$ cat src/rtl/latch_bank_arbiter.sv
// Round-robin arbiter and write sequencer for a shared bank of transparent latches.
// One requester at a time is granted; its data is captured at grant and driven to the
// latch bank with a setup / enable-open / hold sequence before the requester is acked.
// All outputs come from registers so the latch bank sees glitch-free D and EN pins.
module latch_bank_arbiter #(
   parameter int unsigned NUM_REQ   = 4,
   parameter int unsigned DATA_W    = 8,
   parameter int unsigned EN_CYCLES = 1
) (
   input  logic                      clk,
   input  logic                      rst,
   input  logic [NUM_REQ-1:0]        req,
   input  logic [NUM_REQ*DATA_W-1:0] req_data,
   output logic [NUM_REQ-1:0]        grant,
   output logic [NUM_REQ-1:0]        ack,
   output logic                      busy,
   output logic [DATA_W-1:0]         latch_d,
   output logic                      latch_en
);

   localparam int unsigned IdxW = (NUM_REQ > 1) ? $clog2(NUM_REQ) : 1;
   localparam int unsigned CntW = 4;

   typedef enum logic [2:0] {StIdle, StSetup, StOpen, StHold, StAck} state_e;

   state_e              state_q, state_d;
   logic [CntW-1:0]     cnt_q, cnt_d;
   logic [IdxW-1:0]     last_q, last_d;
   logic [IdxW-1:0]     win_q, win_d;
   logic [NUM_REQ-1:0]  grant_q, grant_d;
   logic [NUM_REQ-1:0]  ack_q, ack_d;
   logic [DATA_W-1:0]   data_q, data_d;
   logic                en_q, en_d;

   logic                found;
   logic [IdxW-1:0]     pick;
   logic [IdxW-1:0]     idx;

   // Round-robin search starting one past the last winner.
   always_comb begin
      pick  = '0;
      idx   = '0;
      found = 1'b0;
      for (int unsigned j = 1; j <= NUM_REQ; j++) begin
         idx = IdxW'((32'(last_q) + j) % NUM_REQ);
         if (!found && req[idx]) begin
            pick  = idx;
            found = 1'b1;
         end
      end
   end

   // Next-state logic for the write sequence.
   always_comb begin
      state_d = state_q;
      cnt_d   = cnt_q;
      win_d   = win_q;
      last_d  = last_q;
      unique case (state_q)
         StIdle: begin
            if (found) begin
               state_d = StSetup;
               win_d   = pick;
            end
         end
         StSetup: begin
            state_d = StOpen;
            cnt_d   = CntW'(EN_CYCLES - 1);
         end
         StOpen: begin
            if (cnt_q == '0) begin
               state_d = StHold;
            end else begin
               cnt_d = cnt_q - 1'b1;
            end
         end
         StHold: begin
            state_d = StAck;
         end
         StAck: begin
            state_d = StIdle;
            // Pointer moves only once the transaction has fully completed.
            last_d  = win_q;
         end
         default: begin
            state_d = StIdle;
         end
      endcase
   end

   // Next values of the registered outputs, derived from the state transition.
   always_comb begin
      grant_d = grant_q;
      data_d  = data_q;
      ack_d   = '0;
      // Enable follows OPEN only, so it can never toggle on the same edge as latch_d.
      en_d    = (state_d == StOpen);
      if (state_q == StIdle && found) begin
         grant_d = NUM_REQ'(1) << pick;
         data_d  = req_data[pick*DATA_W +: DATA_W];
      end else if (state_q == StAck) begin
         grant_d = '0;
      end
      if (state_d == StAck) begin
         ack_d = grant_q;
      end
   end

   // State and output registers with synchronous reset.
   always_ff @(posedge clk) begin
      if (rst) begin
         state_q <= StIdle;
         cnt_q   <= '0;
         last_q  <= IdxW'(NUM_REQ - 1);
         win_q   <= '0;
         grant_q <= '0;
         ack_q   <= '0;
         data_q  <= '0;
         en_q    <= 1'b0;
      end else begin
         state_q <= state_d;
         cnt_q   <= cnt_d;
         last_q  <= last_d;
         win_q   <= win_d;
         grant_q <= grant_d;
         ack_q   <= ack_d;
         data_q  <= data_d;
         en_q    <= en_d;
      end
   end

   assign grant    = grant_q;
   assign ack      = ack_q;
   assign busy     = (state_q != StIdle);
   assign latch_d  = data_q;
   assign latch_en = en_q;

endmodule

$ cat config.mk
export PLATFORM = sky130hd
export DESIGN_NAME = latch_bank_arbiter
export DESIGN_NICKNAME = d
export VERILOG_FILES = /design/src/rtl/latch_bank_arbiter.sv
export SDC_FILE = /design/constraint.sdc
export NUM_CORES = 1
export LEC_CHECK = 0
export CAP_MARGIN = 20
export CORE_MARGIN = 3
export CORE_UTILIZATION = 47
export DETAILED_ROUTE_END_ITERATION = 16
export GPL_ROUTABILITY_DRIVEN = 0
export HOLD_SLACK_MARGIN = 0.1
export PLACE_DENSITY = 0.85
export SLEW_MARGIN = 20
export SYNTH_ARGS = -nofsm -noshare
export SYNTH_HDL_FRONTEND = slang
export SYNTH_SLANG_ARGS = --single-unit
$ cat constraint.sdc
create_clock -name clk -period 4.1 [get_ports clk]
set_input_delay 0.82 -clock clk [delete_from_list [all_inputs] [get_ports clk]]
set_output_delay 0.82 -clock clk [all_outputs]
set_load 0.01 [all_outputs]
== Word-level counts from Yosys, hierarchy flattened ==
Cells that the tools add are included.

* Bits in registers: 28
* Latch bits: 0
* Bits in writable memories: 0
* Bits in read-only memories: 0
* Input port bits: 38
* Output and inout port bits: 18
* Logic and storage cells: 65
* Memories kept: 0

* $add $sub $neg: 5
* Multipliers: 0
* Divide/modulo/power cells: 0
* Magnitude comparators: 4
* Eq/ne operators: 7
* Shift operators: 2
* Mux-type cells: 23
* Bitwise gates (word level): 1
* Reduce and logical (&&, ||, !) cells: 15

{| class="wikitable"
|+ Operators by type and width
! cell !! count
|-
| 32-bit by 6-bit variable part select with 8-bit output || 1
|-
| 2-bit by 3-bit < comparator with 1-bit output (second input constant) || 4
|-
| 4-bit 2-to-1 mux || 3
|-
| 3-bit case mux with 4 select lines || 1
|-
| 3-bit by 2-bit equality test with 1-bit output (second input constant) || 3
|-
| 1-bit binary-select mux with 2-bit select || 4
|-
| 1-bit 2-to-1 mux || 8
|-
| 2-bit 2-to-1 mux || 4
|-
| 4-bit case mux with 2 select lines || 1
|-
| 3-bit equality test (second input constant) || 2
|-
| 3-bit 2-to-1 mux || 2
|-
| 2-bit by 1-bit adder with 2-bit output (second input constant) || 2
|-
| 2-bit adder (second input constant) || 2
|-
| 1-bit logical AND || 4
|-
| 4-bit logical NOT || 1
|-
| 2-bit AND reduction || 2
|-
| 2-bit nonzero test || 2
|-
| 1-bit by 2-bit left shift with 4-bit output (first input constant) || 1
|-
| 4-bit by 1-bit subtractor with 4-bit output (second input constant) || 1
|-
| 3-bit by 1-bit equality test with 1-bit output (second input constant) || 1
|-
| 1-bit logical NOT || 3
|-
| 3-bit logical NOT || 1
|-
| 3-bit nonzero test || 1
|-
| 2-bit inequality test (second input constant) || 1
|-
| other kinds (2) || 2
|}

== Longest topological paths before layout ==
Gate-level depths: netlist of run 1.

* Word-level depth: 18
* Mapped depth: 7
* Depth with buffers taken out: 7

== Worst setup path after synthesis of run 1 ==
OpenSTA, ideal clock, no wires.

* Path type: input to register
* Start: input req[0]
* End: register data_q[0], in the netlist latch_d[0]
* Library setup time: 0.067 ns
* Arrival time: 2.054 ns
* Required time: 4.033 ns
* Setup slack: 1.979 ns
* Stages: 7
* Path buffers: 2
* Path through: or2_0 a311oi_1 buf_4 buf_12 mux2i_1 mux2_2 o21ai_2

* Word-level cells in the longest chain between the ends: 13
* Elaborated cells between the ends (all ways): 24
* Those cells by class: shift: 1; mux: 16; reduce/logical: 7

{| class="wikitable"
|+ RTL lines
! what !! RTL line !! source
|-
| start, declared || 12 || <nowiki>input logic [NUM_REQ-1:0] req,</nowiki>
|-
| 1-bit binary-select mux with 2-bit select || 46 || <nowiki>if (!found && req[idx]) begin</nowiki>
|-
| 1-bit 2-to-1 mux (not written as such) || 46 ||
|-
| 1-bit 2-to-1 mux || 46 ||
|-
| 1-bit logical NOT || 46 ||
|-
| 1-bit logical AND || 46 ||
|-
| 1-bit 2-to-1 mux || 46 ||
|-
| 1-bit logical NOT || 46 ||
|-
| 1-bit logical AND || 46 ||
|-
| 1-bit 2-to-1 mux || 46 ||
|-
| 1-bit logical NOT || 46 ||
|-
| 1-bit logical AND || 46 ||
|-
| 2-bit 2-to-1 mux / 1-bit 2-to-1 mux (equally long branches) || 46 ||
|-
| 32-bit by 6-bit variable part select with 8-bit output / 1-bit logical AND (equally long branches) || 100, 98 ||
|-
| end signal, assigned || 127 || <nowiki>data_q <= data_d;</nowiki>
|-
| end, declared || 32 || <nowiki>logic [DATA_W-1:0] data_q, data_d;</nowiki>
|}

Several ways; a longest one is shown, not always the timed one. The select of a mux whose other input is x is not followed.
A chain may end at the register's enable or synchronous reset.

== Final worst setup path of run 1 ==
* Start: input req[3]
* End: register data_q[6], in the netlist latch_d[6]

Same word-level chain as after synthesis.

==> results of run 1 <==
[metrics by stage]
step                      instance area [sq um]  setup slack [ns]  utilization  cells
after detailed placement                   2040              1.14        0.709    247
after global routing                       2090              1.30        0.727    251
after CTS                                  2090              1.48        0.727    251
after global placement                     2040              1.25        0.709    247
final                                      2090              1.48        0.727    251
after floorplan                            1480              1.98            -    161
[power breakdown]
part	switching [mW]	internal, mW	total [mW]
sequential	0.0301	0.303	0.333
combinational	0.107	0.135	0.242
clock	0.0767	0.0989	0.176
total	0.213	0.537	0.750
[path summary, 6_finish.rpt]
path | startpoint | endpoint
max | req[3] | latch_d[6]$_SDFFE_PP0P_
min | grant[2]$_SDFFE_PP0P_ | grant[2]$_SDFFE_PP0P_
max reg2reg | state_q[2]$_SDFF_PP0_ | latch_d[0]$_SDFFE_PP0P_
min reg2reg | grant[2]$_SDFFE_PP0P_ | grant[2]$_SDFFE_PP0P_
[worst min-delay path: cells and delay by family (launching register included)]
family           cells  cell delay (ns)
AO/OA/AOI/OAI        1             0.05
flip-flops           1             0.35
AND/OR/NAND/NOR      1             0.06
[placed cells by master, fill, tap and decap left out, drive strengths merged, types with 3 or more instances in the layout]
cell type	n
inv	8
nor3	6
nand2	3
nor2	12
mux2i	17
mux2	8
a211o	3
nand2b	7
clkbuf	3
clkdlybuf4s50	55
dfxtp	28
and2	4
nand3b	8
a21oi	8
o21ai	11
[registers in the layout, indices dropped and copies added (netlist names)]
signal	count
cnt_q	4
last_q	2
latch_d	8
win_q	2
ack	4
grant	4
state_q	3
latch_en	1
[routing by layer]
| layer | share of wire | vias up |
|---|---|---|
| met2 | 0.53 | 43 |
| met3 | 0.067 | 10 |
| li1 | - | 668 |
| met5 | 0 | - |
| met4 | 0.025 | 0 |
| met1 | 0.38 | 609 |
[kinds of logic after synthesis]
family	after synthesis	share of synthesized area
DFF	28	0.378
muxes	25	0.176
adders and majority gates	1	0.00844
buffers and inverters	20	0.0683
xor gates and xnor gates	2	0.0118
AOI/OAI and AO/OA	31	0.151
and+or+nand+nor	54	0.207
[layout make-up]
cell class,count,share of cell area
clock inverters,1,0.0144
multi-input cells,113,0.401
well taps,42,0.0251
flip-flops and latches,28,0.268
clock buffers,3,0.0108
repair buffers,56,0.267
inverters,8,0.0144
==> flow_summary.ini, run 1 <==
[clocking]
cts_tree = yes
ctsResizeCount = 0
cts.sinks = 28
path_clk_slew_ns = 0.14
clkLatencyLatePin_ns = 0.32
cts-root-buf = clkbuf_4
clockBufferDepth = 2
holdBufCountCts = 0
htree_levels = 1
postCtsSetupBuffers = 0
numCtsBuffers = 3

[logic_synthesis]
yosysWarnings = 0
synth_edf_count = 0
ys.flop_type = dfxtp_1
synth_top_area_cell = dfxtp_1
syn_nets = 200
synthDistinctLibCells = 39
ys_seq_area_frac = 0.378
yosys.area.top_type_share = 0.378
synth_cells = 161
synthTopCellsByArea = dfxtp_1 (38%), mux2i_1 (11%), mux2_2 (6.1%)
syn_area_sq_um = 1480
avgSynthCellArea_sq_um = 9.21
yosysMostFrequentCell = dfxtp_1
synth_common_cells = dfxtp_1 (28), mux2i_1 (17), nor2_1 (12)
async_reset_ff_frac = 0
ys_ff_latch = 28

[floorplan]
die_w_microns = 62.2
rows = 19
ioPinCount = 56
start_util = 0.515
core_area_sq_um = 2880
die_y_microns = 62.2
die-area_sq_um = 3860

[setup_path]
endpoint_kind = flop
worst-endpoint-required_ns = 4.32
arrival_ns = 2.84
crit_family = simple AND/OR/NAND/NOR gates
ff2ff_path_depth = 4
crit_path_max_incr_delay_ns = 0.58
crit_path_max_fanout = 17
startpoint_type = input port
critPathSlowestCell = or4_1
path_class = in -> reg
crit_chain = clkdlybuf4s50_1 -> or4_1 -> nand2b_1 -> or2_2 -> o21ai_0
path_depth = 5
critPathBufInv = 1
reg2reg_slack_ns = 2.01

[timing]
clock.fmax_ghz = 0.382
fin_crit_ns = 2.62
fin_crit_sh = 0.638
finalClockSkew_ns = 0.00475
hold_viol_final = 0
setup_tns_ns = 0
fin_hold_ws_ns = 0.489
rsz0062_at_grt = false
slew_headroom = 0.488
drv_slew = 0
final-setup-viol-count = 0
max_slew.worst_pin.slew_ns = 0.766

[route]
antenna_left = 0
drc = 0
first_iter_violations = 36
dr.pass1.iters = 4
wl_per_cell_microns = 13.9
vias = 1330
viasPerCell = 5.30
drt-total-wl_microns = 3490

[global_routing]
antenna_found_initial = 0
busiest_layer = met2
grt_util_met1 = 0.187
grt_max_degree = 26
grt_pass1_wl_microns = 5890
grt_use_total = 0.182
grtUsageMet3 = 0.0432
overflow = 0
grt_pass1_vias = 1365
grt_use_met2 = 0.353

[pwr]
p_per_area_nw_per_um2 = 359
p_leak_nw = 0.747
power_mw = 0.750
irDropWorstVdd_uv = 189

[cells_and_area]
layout-drive-gt1-share = 0.105
final_nets = 249
multi_input_area_sq_um = 838
seq_area_sq_um = 561
antenna_cells = 0
syn2layout_area_growth_pct = 41.1
fill_cells = 224

[place]
port_buffers = 55
hpwl_microns = 2740

[job]
maxCapViolations = 0

[worst_hold_path]
min_path_type = reg -> reg
min_path_cells = 2

[run_status]
status = finished, final reports clean
Power figures use the tool's default switching activity.
==> run 2: changes to the inputs <==
--- a/config.mk
+++ b/config.mk
@@ -7,11 +7,11 @@
 export LEC_CHECK = 0
 export CAP_MARGIN = 20
 export CORE_MARGIN = 3
-export CORE_UTILIZATION = 47
+export CORE_UTILIZATION = 44
 export DETAILED_ROUTE_END_ITERATION = 16
 export GPL_ROUTABILITY_DRIVEN = 0
 export HOLD_SLACK_MARGIN = 0.1
-export PLACE_DENSITY = 0.85
+export PLACE_DENSITY = 0.8
 export SLEW_MARGIN = 20
 export SYNTH_ARGS = -nofsm -noshare
 export SYNTH_HDL_FRONTEND = slang
==> constraint.sdc (replaced) <==
create_clock -name clk -period 2.43 [get_ports clk]
set_input_delay 0.486 -clock clk [delete_from_list [all_inputs] [get_ports clk]]
set_output_delay 0.486 -clock clk [all_outputs]
set_load 0.01 [all_outputs]
==> run 2 against run 1 <==
Compared with the run above:
- non-clock buffer count rose by 3
- final area grew 1.0%
- utilization decreased by 5.2 points
- worst setup slack got worse by 1.2 ns
- sequential share of layout area fell by 0.27 points
- total power up 61%
- clock power grew 25%
==> flow_summary.ini, run 2 (synthesized netlist as in run 1, its figures left out) <==
[clocking]
path_clk_slew_ns = 0.14
holdBufCountCts = 0
numCtsBuffers = 3
htree_levels = 1
ctsResizeCount = 0
cts_tree = yes
postCtsSetupBuffers = 0
cts.sinks = 28
cts-root-buf = clkbuf_4
clkLatencyLatePin_ns = 0.32
clockBufferDepth = 2

[route]
first_iter_violations = 57
antenna_left = 0
dr.pass1.iters = 4
drt-total-wl_microns = 3260
vias = 1330
drc = 0
viasPerCell = 5.20
wl_per_cell_microns = 12.7

[place]
hpwl_microns = 2610
port_buffers = 55
post-place-ws_ns = 0.0454

[pwr]
power.share.combinational = 0.352
p_switching_mw = 0.359
seq_power_share = 0.466
p_int_mw = 0.846
irDropWorstVdd_uv = 234
p_sw_frac = 0.298
p_per_area_nw_per_um2 = 570
clockPowerShare = 0.182
p_leak_nw = 0.758

[timing]
rsz0062_at_grt = false
final-setup-viol-count = 0
fin_hold_ws_ns = 0.494
finalClockSkew_ns = 0.00553
hold_viol_final = 0
setup_ws_ns = 0.236
setup_tns_ns = 0
slew_headroom = 0.670
max_slew.worst_pin.slew_ns = 0.494
fin_crit_sh = 0.903
fin_crit_ns = 2.19
drv_slew = 0
clock.fmax_ghz = 0.456

[floorplan]
ioPinCount = 56
start_util = 0.474
die-area_sq_um = 4100
rows = 20
core_area_sq_um = 3130
die_w_microns = 64.1
die_y_microns = 64.1

[global_routing]
grt_max_degree = 19
grt_pass1_wl_microns = 5930
grt_use_total = 0.174
grt_pass1_vias = 1449
antenna_found_initial = 0
overflow = 0

[cells_and_area]
syn2layout_area_growth_pct = 42.5
largest_reg_flops = 8
fill_cells = 273
final_nets = 252
utilization = 0.676
final_cell_mix = clkdlybuf4s50_1 (55), dfxtp_1 (28), mux2i_1 (17)
layout_commonest_cell = clkdlybuf4s50_1
layout-drive-gt1-share = 0.118
antenna_cells = 0

[job]
maxCapViolations = 0

[setup_path]
ff2ff_path_depth = 4
path_class = reg -> out
arrival_ns = 1.71
endpoint_kind = primary output
crit_path_max_fanout = 14
worst-endpoint-required_ns = 1.94
startpoint_type = flop

[run_status]
status = finished, final reports clean

[worst_hold_path]
min_path_type = reg -> reg
min_path_cells = 2
-- run 2: changes by cell type in the layout (fill, tap and decap cells not counted) --
cell,previous run,this run
buf_4,1,3
buf_12,0,1
bufinv_16,1,0
clkbuf_8,0,1
-- run 2: worst max-delay path: stages (launching register included) --
cell	delay [ns]
dfxtp_1	0.48
or3_1	0.42
clkdlybuf4s50_1	0.49
-- run 2: stage by stage --
step | cells | total power, mW | cell area, sq um
2_1_floorplan | 161 | 0.811 | 1480
3_3_place_gp | 252 | 0.981 | 2080
3_5_place_dp | 252 | 0.997 | 2080
4_1_cts | 256 | 1.21 | 2110
5_1_grt | 256 | 1.28 | 2110
6_report | 256 | 1.20 | 2110
-- run 2: final timing paths --
path                         startpoint                 endpoint  slack (ns)
hold / removal    grant[0]$_SDFFE_PP0P_    grant[0]$_SDFFE_PP0P_        0.49
hold reg to reg   grant[0]$_SDFFE_PP0P_    grant[0]$_SDFFE_PP0P_        0.49
setup / recovery  state_q[0]$_SDFF_PP0_                     busy        0.24
setup reg to reg  state_q[0]$_SDFF_PP0_  latch_d[6]$_SDFFE_PP0P_        0.68
-- run 2: layout make-up --
| cell class | instances | area (sq um) | share of cell area |
|---|---|---|---|
| Timing Repair Buffer | 59 | 593 | 0.281 |
| Inverter | 8 | 30.0 | 0.0142 |
| Tap cell | 44 | 55.1 | 0.0261 |
| Clock buffer | 4 | 36.3 | 0.0172 |
| Sequential cell | 28 | 561 | 0.265 |
| Multi-Input combinational cell | 113 | 838 | 0.397 |
-- run 2: routing by layer --
metal,vias up,global-route usage,wire length (microns)
met5,-,0,0
met1,617,0.198,1330
li1,672,-,-
met3,0,0.0422,221
met4,0,0.0189,0
met2,41,0.332,1710
-- run 2: power groups by stage --
stage / clock network (mW) / logic, mW / registers [mW]
final: 0.220 / 0.424 / 0.561
after global routing: 0.236 / 0.472 / 0.568
after CTS: 0.224 / 0.429 / 0.561
after detailed placement: 0 / 0.427 / 0.570
after global placement: 0 / 0.413 / 0.568
after floorplan: 0 / 0.249 / 0.562
==> run 3: changes to the inputs <==
--- a/config.mk
+++ b/config.mk
@@ -12,6 +12,7 @@
 export GPL_ROUTABILITY_DRIVEN = 0
 export HOLD_SLACK_MARGIN = 0.1
 export PLACE_DENSITY = 0.8
+export SKIP_CTS_REPAIR_TIMING = 1
 export SLEW_MARGIN = 20
 export SYNTH_ARGS = -nofsm -noshare
 export SYNTH_HDL_FRONTEND = slang
==> results of run 3 <==
The final DEF is identical to that of run 2; final timing and power are the same.
